--- config.mk ---
export PLATFORM = sky130hd
export DESIGN_NAME = serial_paralelo_2b_flat
export DESIGN_NICKNAME = d
export VERILOG_FILES = /design/src/rtl/serial_link_pkg.sv /design/src/rtl/serial_paralelo_2b_if.sv /design/src/rtl/sp_word_assembler.sv /design/src/rtl/serial_paralelo_2b.sv /design/src/flat_wrapper.sv
export SDC_FILE = /design/constraint.sdc
export NUM_CORES = 1
export LEC_CHECK = 0
export ABC_AREA = 1
export CAP_MARGIN = 10
export CORE_MARGIN = 5
export CORE_UTILIZATION = 35
export CTS_CLUSTER_DIAMETER = 150
export CTS_CLUSTER_SIZE = 16
export DETAILED_ROUTE_END_ITERATION = 10
export SLEW_MARGIN = 20
export SYNTH_ARGS = -nofsm -noshare
export SYNTH_HDL_FRONTEND = slang
export SYNTH_SLANG_ARGS = --single-unit
--- constraint.sdc ---
create_clock -name clk16f -period 3.33 [get_ports clk16f]
set_clock_uncertainty 0.15 [all_clocks]
set_input_delay 0.4995 -clock clk16f [delete_from_list [all_inputs] [get_ports clk16f]]
set_output_delay 0.4995 -clock clk16f [all_outputs]
set_load 0.02 [all_outputs]
--- src/rtl/serial_link_pkg.sv ---
// Shared definitions for the 2-bit serial link (transmit and receive sides).
// Holds the comma byte, lane widths and the link state encoding.
package serial_link_pkg;

    localparam int         PAIR_W      = 2;
    localparam int         BYTE_W      = 8;
    localparam int         WORD_W      = 9;
    localparam logic [7:0] BC_WORD_DEF = 8'hBC;

    typedef enum logic [1:0] {
        SEARCH = 2'd0,
        ALIGN  = 2'd1,
        ACTIVE = 2'd2
    } link_state_e;

endpackage

--- src/rtl/serial_paralelo_2b_if.sv ---
// Receive-side bundle of the 2-bit link deserializer: serial pair in, parallel word and status out.
// Handshake: no backpressure; a word is valid in the cycle word_strobe is high, and is then held.
interface serial_paralelo_2b_if;
    import serial_link_pkg::*;

    logic [PAIR_W-1:0] serial_in;
    logic [WORD_W-1:0] paralelo_out;
    logic              word_strobe;
    logic              active;
    logic              aligned;
    link_state_e       state_dbg;

    modport master (
        output serial_in,
        input  paralelo_out, word_strobe, active, aligned, state_dbg
    );

    modport slave (
        input  serial_in,
        output paralelo_out, word_strobe, active, aligned, state_dbg
    );

endinterface

--- src/rtl/sp_word_assembler.sv ---
// Shift register and 2-bit word phase for the deserializer.
// cand is the byte that completes on this edge; boundary marks the fourth pair of an aligned word.
module sp_word_assembler
    import serial_link_pkg::*;
(
    input  logic              clk16f,
    input  logic              reset,
    input  logic [PAIR_W-1:0] serial_in,
    input  logic              phase_load,
    output logic [BYTE_W-1:0] cand,
    output logic              boundary
);

    logic [BYTE_W-1:0] sr_q, sr_d;
    logic [1:0]        phase_q, phase_d;

    always_comb begin
        sr_d    = {sr_q[BYTE_W-PAIR_W-1:0], serial_in};
        phase_d = phase_load ? 2'd0 : phase_q + 2'd1;
    end

    assign cand     = sr_d;
    assign boundary = (phase_q == 2'd3);

    always_ff @(posedge clk16f) begin
        if (reset) begin
            sr_q    <= '0;
            phase_q <= 2'd0;
        end else begin
            sr_q    <= sr_d;
            phase_q <= phase_d;
        end
    end

endmodule

--- src/rtl/serial_paralelo_2b.sv ---
// 2-bit serial to 9-bit parallel deserializer: finds the comma, locks after LOCK_COUNT
// aligned commas, then emits one {valid, byte} word per four serial clocks.
module serial_paralelo_2b
    import serial_link_pkg::*;
#(
    parameter logic [7:0] BC_WORD    = BC_WORD_DEF,
    parameter int         LOCK_COUNT = 4
) (
    input  logic                 clk16f,
    input  logic                 reset,
    serial_paralelo_2b_if.slave  bus
);

    localparam int             CNT_W    = $clog2(LOCK_COUNT + 1);
    localparam logic [CNT_W-1:0] LOCK_V = CNT_W'(LOCK_COUNT);

    logic [BYTE_W-1:0] cand;
    logic              boundary;
    logic              phase_load;

    link_state_e       state_q, state_d;
    logic [CNT_W-1:0]  bc_cnt_q, bc_cnt_d;
    logic [WORD_W-1:0] paralelo_q, paralelo_d;
    logic              strobe_q, strobe_d;
    logic              active_q, active_d;
    logic              aligned_q, aligned_d;

    sp_word_assembler u_asm (
        .clk16f     (clk16f),
        .reset      (reset),
        .serial_in  (bus.serial_in),
        .phase_load (phase_load),
        .cand       (cand),
        .boundary   (boundary)
    );

    always_comb begin
        state_d    = state_q;
        bc_cnt_d   = bc_cnt_q;
        paralelo_d = paralelo_q;
        strobe_d   = 1'b0;
        phase_load = 1'b0;
        case (state_q)
            SEARCH: begin
                // Comma at any pair offset fixes the word phase: next pair is pair 0.
                if (cand == BC_WORD) begin
                    phase_load = 1'b1;
                    bc_cnt_d   = CNT_W'(1);
                    state_d    = ALIGN;
                end
            end
            ALIGN: begin
                if (boundary) begin
                    if (cand == BC_WORD) begin
                        if (bc_cnt_q + CNT_W'(1) == LOCK_V) state_d = ACTIVE;
                        if (bc_cnt_q != LOCK_V) bc_cnt_d = bc_cnt_q + CNT_W'(1);
                    end else begin
                        state_d  = SEARCH;
                        bc_cnt_d = '0;
                    end
                end
            end
            ACTIVE: begin
                if (boundary) begin
                    paralelo_d = (cand == BC_WORD) ? {1'b0, BC_WORD} : {1'b1, cand};
                    strobe_d   = 1'b1;
                end
            end
            default: state_d = SEARCH;
        endcase
        active_d  = (state_d == ACTIVE);
        aligned_d = (state_d != SEARCH);
    end

    always_ff @(posedge clk16f) begin
        if (reset) begin
            state_q    <= SEARCH;
            bc_cnt_q   <= '0;
            paralelo_q <= '0;
            strobe_q   <= 1'b0;
            active_q   <= 1'b0;
            aligned_q  <= 1'b0;
        end else begin
            state_q    <= state_d;
            bc_cnt_q   <= bc_cnt_d;
            paralelo_q <= paralelo_d;
            strobe_q   <= strobe_d;
            active_q   <= active_d;
            aligned_q  <= aligned_d;
        end
    end

    assign bus.paralelo_out = paralelo_q;
    assign bus.word_strobe  = strobe_q;
    assign bus.active       = active_q;
    assign bus.aligned      = aligned_q;
    assign bus.state_dbg    = state_q;

endmodule
--- src/flat_wrapper.sv ---
// flat-port wrapper written by rule: the top's interface ports become plain ports
module serial_paralelo_2b_flat import serial_link_pkg::*;
#(
    parameter logic [7:0] BC_WORD    = BC_WORD_DEF,
    parameter int         LOCK_COUNT = 4
)
  (clk16f, reset, bus_serial_in, bus_paralelo_out, bus_word_strobe, bus_active, bus_aligned, bus_state_dbg);
  serial_paralelo_2b_if bus_i ();
  input  logic clk16f;
  input  logic reset;
  input wire logic [$bits(bus_i.serial_in)-1:0] bus_serial_in;
  output wire logic [$bits(bus_i.paralelo_out)-1:0] bus_paralelo_out;
  output wire logic [$bits(bus_i.word_strobe)-1:0] bus_word_strobe;
  output wire logic [$bits(bus_i.active)-1:0] bus_active;
  output wire logic [$bits(bus_i.aligned)-1:0] bus_aligned;
  output wire logic [$bits(bus_i.state_dbg)-1:0] bus_state_dbg;
  assign bus_i.serial_in = bus_serial_in;
  assign bus_paralelo_out = bus_i.paralelo_out;
  assign bus_word_strobe = bus_i.word_strobe;
  assign bus_active = bus_i.active;
  assign bus_aligned = bus_i.aligned;
  assign bus_state_dbg = bus_i.state_dbg;
  serial_paralelo_2b #(.BC_WORD(BC_WORD), .LOCK_COUNT(LOCK_COUNT)) u_core (.clk16f(clk16f), .reset(reset), .bus(bus_i));
endmodule
==> summary.txt <==
Run status
  – Status: complete, no violations

Power and ir drop
  – PwrDens: 374 mW/mm^2
  – Tot Pwr: between 0.4 and 0.5 mW
  – Static leakage: ~0.53 nW
  – Maximum vdd drop: roughly 0.00027 V

Hold path
  – WHS Path Cells: 1
  – Hold endpoint: u_core.u_asm.phase_q[0]
  – Hold Crit Class: reg2reg
  – Hold Startpoint: u_core.u_asm.phase_q[0]

Timing
  – Rel. slew slack: 71.4%
  – Max Slew Vio Count: 0
  – Setup_tns: 0 ns
  – # setup viols final: 0
  – Max frequency: slightly above 500 MHz
  – Fin crit share: about three fifths
  – Slew at the pin closest to its max-slew limit: about 0.43 ns
  – Fin. Hold Viols: 0
  – Clock period minus worst slack: 1.96 ns
  – Unrepaired setup endpoints after global routing: false

Drt
  – Vias per cell: between 4 and 5
  – Drt wl/cell: around 10 microns
  – # DRC: 0
  – WL final: approximately 1700 microns
  – DR iter-0 viols: 1
  – Routed vias: about 770
  – DRT antenna net count: 0
  – 1st-pass router iterations: 2

Die
  – Initial Util: around 37%
  – Rows: 19
  – Die Wd: between 60 and 70 microns
  – Core Region: around 0.0028 sq mm
  – Die Y: ~64 microns
  – Die area: approximately 0.0041 sq mm
  – I/O Pins: 18

Clocking
  – Clk buf depth: 2
  – # clock sinks: 25
  – Worst-Skew Late Latency: between 0.3 and 0.4 ns
  – Reg clk slew, reported paths: 0.14 ns
  – Htree depth: 1
  – Post-cts repair resize count: 0
  – CTS buffer count: 3
  – Post-CTS Hold Buffers: 0
  – CTS tree: built
  – Clock root cell: clkbuf_4
  – Postcts setup bufs: 0

Worst setup path
  – CP required: about 2.7 ns
  – CP Launch Type: flip-flop
  – Worst r2r dst: u_core.bus.paralelo_out[8]
  – Reg2reg start: u_core.u_asm.phase_q[0]
  – CP Cell Sequence: clkdlybuf4s50_1
  – CP delay by family, top: buffers and inverters
  – Crit path kind: reg2out
  – Crit-path max FO: 4
  – Crit path buffers/inverters: 1
  – R2R cell count: 7
  – Slowest stage delay, CP: 0.62 ns
  – Worst setup EP type: output port
  – R2R Setup Slk: approximately 1.7 ns
  – CP Depth: 1
  – Slowest CP cell: clkdlybuf4s50_1
  – Worst path arrival time: around 1.3 ns

Global route
  – Total GRT Usage: 9.31%
  – Grt total ovfl: 0
  – Largest net degree at the start of global routing: 17
  – First-pass GRT wire length: slightly above 3000 microns
  – Antenna violations before repair: 0
  – Vias in the first global route: about 750

Placed design
  – HPWL Detailed: approximately 1400 microns
  – Placed inst area: between 0.001 and 0.0015 sq mm
  – Port Buffers: 17
  – Gpl congestion: between 0.7 and 0.8

Layout
  – Post-route design area: 0.00122 sq mm
  – Final #Nets: ~150
  – Fill cell count: approximately 290
  – Layout area overhead: 21.0%
  – Ant. Diodes: 0
  – Share of post-route cells with drive strength above 1: 14.1%

Logic synthesis
  – Synth top area cells: dfxtp_1 49%, inv_1 6.7%, nor2_1 6.3%
  – Mapped cell area: 0.00101 sq mm
  – Seq cells post-synth: 25
  – Syn Area/Cell: ~8 sq um
  – Syn nets: approximately 130
  – Sequential area share after synthesis: between 40% and 50%
  – Post-synth cell types: 17
  – Yosys warns: 0
  – Post-synth top area share: 49.4%
  – Yosys top cell by area: dfxtp_1
  – Syn Inst Count: approximately 120

Job
  – Max Cap Violations: 0
## cells in the mapped netlist (all sizes together)
| cell | instances |
|---|---|
| dfxtp | 25 |
| nand2 | 24 |
| nor2 | 22 |
| inv | 20 |
| a21oi | 10 |
| o21ai | 9 |
| nand3 | 6 |
| ha | 4 |
| buf | 3 |
| nor3 | 1 |
## report_power, final
group	total, mW	leakage, nW	switching (mW)	internal (mW)
Combinational	0.0197	0.311	0.0122	0.00757
Sequential	0.307	0.203	0.00253	0.304
Clock	0.132	0.0177	0.0872	0.0449
Total	0.459	0.531	0.102	0.357
## worst register-to-register path, cell delays in order, from the launching register on
cell and delay [ns]:
dfxtp_1 0.36, ha_1 0.23, inv_1 0.11, nor2_4 0.30, inv_1 0.12, nor2_1 0.16, nand2_1 0.08, nand2_1 0.05
## kinds of logic (layout without fill, tap and decap cells)
family | count (synthesis) | after routing | share of synthesized area (%)
adder cells (fa/ha/maj) | 4 | 4 | 4.94
AO/OA/AOI/OAI | 19 | 19 | 9.39
buffers and inverters | 23 | 41 | 9.76
AND/OR/NAND/NOR | 53 | 53 | 26.5
flip-flops | 25 | 25 | 49.4
## placed cells by master (no fill, tap or decap), drive strengths merged
cell           count
a21oi             10
clkbuf             3
clkdlybuf4s50     17
clkinv             1
dfxtp             25
ha                 4
inv               20
nand2             24
nand3              6
nor2              22
nor3               1
o21ai              9
## how the worst max path moves through the flow
stage / from / endpoint
6_report: u_core.bus.state_dbg[1] / bus_state_dbg[1]
5_1_grt: u_core.bus.state_dbg[1] / bus_state_dbg[1]
4_1_cts: u_core.bus.state_dbg[1] / bus_state_dbg[1]
3_5_place_dp: reset / u_core.bus.paralelo_out[1]
3_3_place_gp: bus_serial_in[0] / u_core.bus.aligned
2_1_floorplan: bus_serial_in[0] / u_core.bc_cnt_q[1]
## sequential cells by signal, indices dropped and copies added (netlist names)
register	count
u_core.u_asm.phase_q	2
u_core.bus.active	1
u_core.bc_cnt_q	3
u_core.bus.word_strobe	1
u_core.bus.paralelo_out	9
u_core.bus.aligned	1
u_core.bus.state_dbg	2
u_core.u_asm.sr_q	6
## through the flow
step | std cells | util [%] | hold slack, ns | worst slack [ns]
floorplan | 124 | - | 0.248 | 1.98
global placement | 169 | 43.4 | 0.257 | 1.39
detailed placement | 169 | 43.4 | 0.268 | 1.36
CTS | 173 | 44.4 | 0.287 | 1.34
global route | 173 | 44.4 | 0.304 | 1.30
finish | 173 | 44.4 | 0.283 | 1.37
## per-layer routing
layer	GRT usage, %	part of all wire [%]
met2	16.1	49
met1	10.5	46
met3	1.93	3.0
met5	0	0
met4	5.45	2.0
## cell type report
| class | instances | area [sq um] | area share, % |
|---|---|---|---|
| multi-input combinational | 76 | 413 | 33.7 |
| clock inverter | 1 | 5.00 | 0.409 |
| clock buffer | 3 | 22.5 | 1.84 |
| inverter | 20 | 75.1 | 6.13 |
| sequential | 25 | 500 | 40.9 |
| tap | 31 | 38.8 | 3.17 |
| timing repair buffer | 17 | 170 | 13.9 |
Power figures use the tool's default switching activity.
